## config.mk

```make
export PLATFORM = sky130hd
export DESIGN_NAME = updown_counter_gen2
export DESIGN_NICKNAME = d
export VERILOG_FILES = /design/src/rtl/updown_counter_gen2.sv
export SDC_FILE = /design/constraint.sdc
export NUM_CORES = 1
export LEC_CHECK = 0
export CAP_MARGIN = 20
export CORE_MARGIN = 4
export CORE_UTILIZATION = 43
export DETAILED_ROUTE_END_ITERATION = 10
export PLACE_DENSITY = 0.79
export SLEW_MARGIN = 0
export SYNTH_ARGS = -nofsm -noshare
export SYNTH_HDL_FRONTEND = slang
export SYNTH_SLANG_ARGS = --single-unit
```

## constraint.sdc

```tcl
create_clock -name clk -period 2.2 [get_ports clk]
set_clock_uncertainty 0.15 [all_clocks]
set_input_delay 0.44 -clock clk [delete_from_list [all_inputs] [get_ports clk]]
set_output_delay 0.44 -clock clk [all_outputs]
set_load 0.02 [all_outputs]
```

## src/rtl/updown_counter_gen2.sv

```systemverilog
// updown_counter_gen2: parametrised loadable up/down counter with prescaler,
// wrap/saturate limits, event flags and a registered, gated output stage.
//   clk, rst_n       clock; asynchronous active-low reset
//   en, up_dn        count enable (advances prescaler); 1 = up, 0 = down
//   clear, load      synchronous clear / load of load_val (clear wins)
//   oe               output-stage enable
//   cmp_val          compare value (used only when UPDOWN_CNT_COMPARE_EN is defined)
//   count_q          live counter register
//   count_out        registered, gated copy of count_q; out_valid flags it
//   tc               terminal count for the current direction (combinational)
//   wrap_pulse       one-cycle pulse after a step that wrapped or hit a saturated limit
//   cmp_match        one-cycle pulse after count_q changes to cmp_val (optional)
// Optional feature macro: UPDOWN_CNT_COMPARE_EN.
module updown_counter_gen2 #(
  parameter int WIDTH    = 8,
  parameter int PRESCALE = 1,
  parameter bit SATURATE = 1'b0
) (
  input  logic             clk,
  input  logic             rst_n,
  input  logic             en,
  input  logic             up_dn,
  input  logic             clear,
  input  logic             load,
  input  logic [WIDTH-1:0] load_val,
  input  logic             oe,
  input  logic [WIDTH-1:0] cmp_val,
  output logic [WIDTH-1:0] count_q,
  output logic [WIDTH-1:0] count_out,
  output logic             out_valid,
  output logic             tc,
  output logic             wrap_pulse,
  output logic             cmp_match
);
  localparam int PW = (PRESCALE > 1) ? $clog2(PRESCALE) : 1;
  localparam logic [PW-1:0] PRE_LAST = PW'(PRESCALE - 1);

  logic [PW-1:0]    pre;
  logic             adv;
  logic             step;
  logic             at_lim;
  logic             hit;
  logic [WIDTH-1:0] cnt_next;

  // at_lim is the limit in the current direction, so it doubles as tc
  always_comb begin
    adv      = en & ~clear & ~load;
    step     = adv & (pre == PRE_LAST);
    at_lim   = up_dn ? &count_q : ~|count_q;
    hit      = step & at_lim;
    cnt_next = clear ? '0 :
               load ? load_val :
               !step ? count_q :
               (hit && SATURATE) ? count_q :
               up_dn ? count_q + WIDTH'(1) : count_q - WIDTH'(1);
  end

  assign tc = at_lim;

  always_ff @(posedge clk or negedge rst_n) begin
    if (!rst_n) begin
      count_q    <= '0;
      pre        <= '0;
      wrap_pulse <= 1'b0;
      count_out  <= '0;
      out_valid  <= 1'b0;
    end else begin
      count_q    <= cnt_next;
      pre        <= (clear | load) ? '0 : !adv ? pre : (pre == PRE_LAST) ? '0 : pre + PW'(1);
      wrap_pulse <= hit;
      count_out  <= oe ? count_q : '0;
      out_valid  <= oe;
    end
  end

`ifdef UPDOWN_CNT_COMPARE_EN
  // a saturated hold is a step that leaves count_q unchanged, so it must not re-fire
  logic cmp_evt;
  assign cmp_evt = clear | load | (step & ~(hit & SATURATE));
  always_ff @(posedge clk or negedge rst_n) begin
    if (!rst_n) cmp_match <= 1'b0;
    else cmp_match <= cmp_evt & (cnt_next == cmp_val);
  end
`else
  logic unused_cmp;
  assign unused_cmp = ^cmp_val;
  assign cmp_match  = 1'b0;
`endif
endmodule

```

# --- Yosys cells after proc, flatten, opt, wreduce, memory -nomap -nowiden ---
# Cells that the tools add are included.
totals:
  inputBits: 23
  out_inout_bits: 20
  elab_cells: 30
  regBits: 19
classes:
  addsub: 3
  muxes: 9
  bitwise: 8
  n_reduce_logical: 5
ops:
  columns: ["cell", "n"]
  rows:
  - ["$mux 8", 5]
  - ["$add 8x1->8 const B", 1]
  - ["$reduce_and 8->1", 1]
  - ["$reduce_or 8->1", 1]
  - ["$sub 8x1->8 const B", 1]
  - ["$and 1x1->1", 4]
  - ["$mux 1", 4]
  - ["$not 1->1", 3]
  - ["$reduce_bool 3->1", 1]
  - ["$reduce_bool 2->1", 1]
  - ["$add 1x1->1 const B", 1]
  - ["$logic_not 1->1", 1]
  - ["$or 1x1->1", 1]

# --- Longest topological paths before layout ---
logic_depth:
  depth_word: 7
  depth_mapped: 6
  mapped_depth_nobuf: 6

# --- Worst setup path after synthesis ---
# Ideal clock, no wire load.
synth_timing:
  path_type: "input-to-reg"
  start: "input port up_dn"
  end: "register count_q[6]"
  path_buffers: 0
  path_stages: 6
  slack_ns: 0.183
  required_time_ns: 1.928
  t_arrival_ns: 1.745
  setup_ns: 0.122
  path_cell_list: "inv_1 -> fa_1 -> a21o_1 -> a221oi_1 -> mux2i_1 -> nand2_1"
synth_between:
  elab_chain_cells: 4
synth_rtl:
  columns: ["item", "line", "source"]
  rows:
  - ["from (decl)", "22", "input logic up_dn,"]
  - ["$mux 8", "55", "up_dn ? count_q + WIDTH'(1) : count_q - WIDTH'(1);"]
  - ["$mux 8", "53", "!step ? count_q :"]
  - ["$mux 8", "52", "load ? load_val :"]
  - ["$mux 8", "51", "cnt_next = clear ? '0 :"]
  - ["to (signal assigned)", "68", "count_q <= cnt_next;"]
  - ["to (decl)", "28", "output logic [WIDTH-1:0] count_q,"]
# Every way passes these cells. The select of a mux whose other input is x is not followed.
# A chain may end at the register's enable or synchronous reset.

# --- Worst setup path after layout ---
layout_timing:
  start: "register count_q[0]"
  end: "output port count_q[0]"
# No word-level cell between the ends.

==> flow_metrics.py <==
metrics = {
    "outcome": {
        "status": "completed",
    },
    "sta": {
        "maxSlewViolCount": 0,
        "hold_ws_ns": 0.305,
        "hold_viol": 0,
        "fin_crit_sh_pct": 96.2,
        "clock.fmax_ghz": 0.473,
        "setup_violations": 0,
        "layout_min_cycle_time_ns": 2.12,
        "rsz0062_at_grt": "false",
    },
    "clock_network": {
        "clk_latency_ns": 0.30,
        "cts_htree_levels": 1,
        "numCtsBuffers": 3,
        "clockRootBuffer": "clkbuf_4",
        "clk_path_buf_depth": 2,
        "numClockSinks": 18,
        "cts.clk_slew.worst_paths_ns": 0.10,
        "cts_hold_buf": 0,
        "postCtsSetupBuffers": 0,
        "cts_tree": "yes",
    },
    "global_route": {
        "gr-total-overflow": 0,
        "antenna_found_initial": 0,
        "grt_usage_pct": 18.2,
        "grt_start_max_net_pins": 19,
        "grt_pass1_wl_microns": 4620,
        "grt_pass1_vias": 1022,
    },
    "floorplanning": {
        "pin_count": 43,
        "design.die.area_sq_um": 3380,
        "core_sq_um": 2300,
        "die_y_microns": 58.2,
        "start_util_pct": 47.1,
        "die_w_microns": 58.2,
        "rows": 17,
    },
    "pwr": {
        "pwr-share-clk_pct": 22.8,
        "p_seq_share_pct": 41.2,
        "sw_frac_of_total_pct": 30.8,
        "p_leak_nw": 0.744,
        "peakVddDrop_mv": 0.394,
        "power.density_nw_per_um2": 549,
        "pwr-share-comb_pct": 36.0,
        "p_int_mw": 0.620,
        "switchingPower_mw": 0.276,
        "totalPowerFinal_mw": 0.896,
    },
    "critical_path": {
        "required_ns": 1.61,
        "arrival_ns": 1.53,
        "cp_max_fo": 5,
        "worstSetupPathType": "flip-flop to output port",
        "end_kind": "output port",
        "crit_path_start_kind": "flip-flop",
    },
    "yosys": {
        "synth_mux_area_share_pct": 2.77,
        "synth_compound_area_share_pct": 16.9,
        "postSynthCellCount": 109,
        "ys_warn_count": 0,
        "synth.distinct_cells": 37,
        "yosysSeqAreaShare_pct": 41.6,
        "synth_top_family_by_area": "simple AND/OR/NAND/NOR gates",
        "avgSynthCellArea_sq_um": 9.93,
        "synthAdderAreaFrac_pct": 8.79,
        "synth_fp_nets": 139,
        "synthTopCellsByArea": "dfrtp_1, a21oi_1, ha_1, nor3b_1, and2_1",
        "synth_flop_cell": "dfrtp_1",
        "synth_top_area_cell": "dfrtp_1",
        "synth_top_area_share_pct": 41.6,
        "synth-simple-area-share_pct": 22.8,
        "synth-edff-count": 0,
        "async_reset_ff_share_pct": 100,
        "synth_xor_area_share_pct": 3.24,
        "syn_area_sq_um": 1080,
        "ys_ff_latch": 18,
    },
    "cells_and_area": {
        "num-nets-final": 194,
        "final_cell_mix": "clkdlybuf4s50_1, buf_4, dfrtp_1, a21oi_1, and2_1",
        "final_common_cell": "clkdlybuf4s50_1",
        "layout-drive-gt1-share_pct": 20.9,
        "fill_cells": 183,
        "synthToLayoutAreaGrowth_pct": 50.9,
        "num_antenna_cells": 0,
    },
    "detailed_routing": {
        "drt_wl_total_microns": 2830,
        "drtIter0Drc": 12,
        "firstDrtPassIters": 4,
        "drtAntennaViolNets": 0,
        "routedWlPerCell_microns": 14.8,
        "vias_per_cell": 5.42,
        "drc": 0,
        "detailroute.via_count": 1035,
    },
    "placement": {
        "place_congestion": 0.931,
        "hpwl_microns": 2290,
        "portBuffers": 33,
    },
    "worst_hold_path": {
        "hold_class": "primary input to async pin",
    },
    "job": {
        "maxCapViolations": 0,
    },
}
[path summary, 6_finish.rpt]
| kind | startpoint | cells past startpoint | endpoint | slack [ns] |
|---|---|---|---|---|
| worst min register to register | count_q[0] | 1 | count_out[0] | 0.45 |
| min in group clk | count_q[0] | 1 | count_out[0] | 0.45 |
| max in group asynchronous | rst_n | 2 | count_out[0] | 1.40 |
| worst max register to register | count_q[0] | 6 | count_q[6] | 0.17 |
| worst max-delay path | count_q[0] | 2 | count_q[0] | 0.08 |
| worst min-delay path | rst_n | 2 | count_out[4] | 0.31 |
[power groups by stage]
stage / clock network, mW / logic [mW] / registers, mW
floorplan: 0 / 0.131 / 0.405
global placement: 0 / 0.308 / 0.374
detailed placement: 0 / 0.317 / 0.375
CTS: 0.205 / 0.323 / 0.369
global route: 0.222 / 0.350 / 0.373
finish: 0.204 / 0.323 / 0.369
[area by class of cell]
class | count | area [sq um] | area share [%]
multi-input cells | 84 | 611 | 37.4
clock buffers | 4 | 36.3 | 2.22
inverters | 1 | 3.75 | 0.230
repair buffers | 56 | 497 | 30.4
well taps | 28 | 35.0 | 2.15
flip-flops and latches | 18 | 450 | 27.6
[metal layers]
metal / track usage, % / part of all wire (%)
met3: 3.12 / 5.2
met2: 31.0 / 51
met4: 8.94 / 1.5
met5: 0 / 0
met1: 22.1 / 43
[stage by stage]
step	instances	worst slack [ns]	instance area, sq um	TNS [ns]	utilization (%)
2_1_floorplan	109	0.183	1080	0	-
3_3_place_gp	187	-0.456	1590	-2.44	69.0
3_5_place_dp	187	-0.503	1590	-2.60	69.0
4_1_cts	191	0.0135	1640	0	71.3
5_1_grt	191	0.00599	1630	0	71.1
6_report	191	0.0844	1630	0	71.1
[cell usage after synthesis (2+ instances only)]
| cell | count |
|---|---|
| dfrtp_1 | 18 |
| a21oi_1 | 15 |
| and2_1 | 9 |
| nor3b_1 | 8 |
| nor2_1 | 7 |
| ha_1 | 6 |
| nand2_1 | 4 |
| clkbuf_1 | 3 |
| mux2i_1 | 3 |
| o211ai_1 | 3 |
| a211oi_1 | 2 |
| a21o_1 | 2 |
| nand3_1 | 2 |
| nor3_1 | 2 |
| xnor2_1 | 2 |
| xor2_1 | 2 |
[cells by family (layout without fill, tap and decap cells)]
kind of cell	count (synthesis)	after routing
AO/OA/AOI/OAI	29	29
XOR/XNOR	4	4
adder cells (fa/ha/maj)	7	7
buffers and inverters	7	61
flip-flops	18	18
multiplexers	3	3
other	1	1
AND/OR/NAND/NOR	40	40
[sequential cells by signal (all words and copies together), names as in the netlist]
name,flops
count_out,8
count_q,8
out_valid,1
wrap_pulse,1
[worst max-delay path: stages (launching register included)]
cell and delay [ns]:
dfrtp_1 0.43, buf_4 0.19, clkdlybuf4s50_1 0.61
[what timing repair did]
| item | in CTS | in global routing |
|---|---|---|
| resized for setup | 6 | 3 |
| setup endpoints to repair | 5 | 2 |
| hold endpoints to repair | 0 | 0 |
Power figures use the tool's default switching activity.
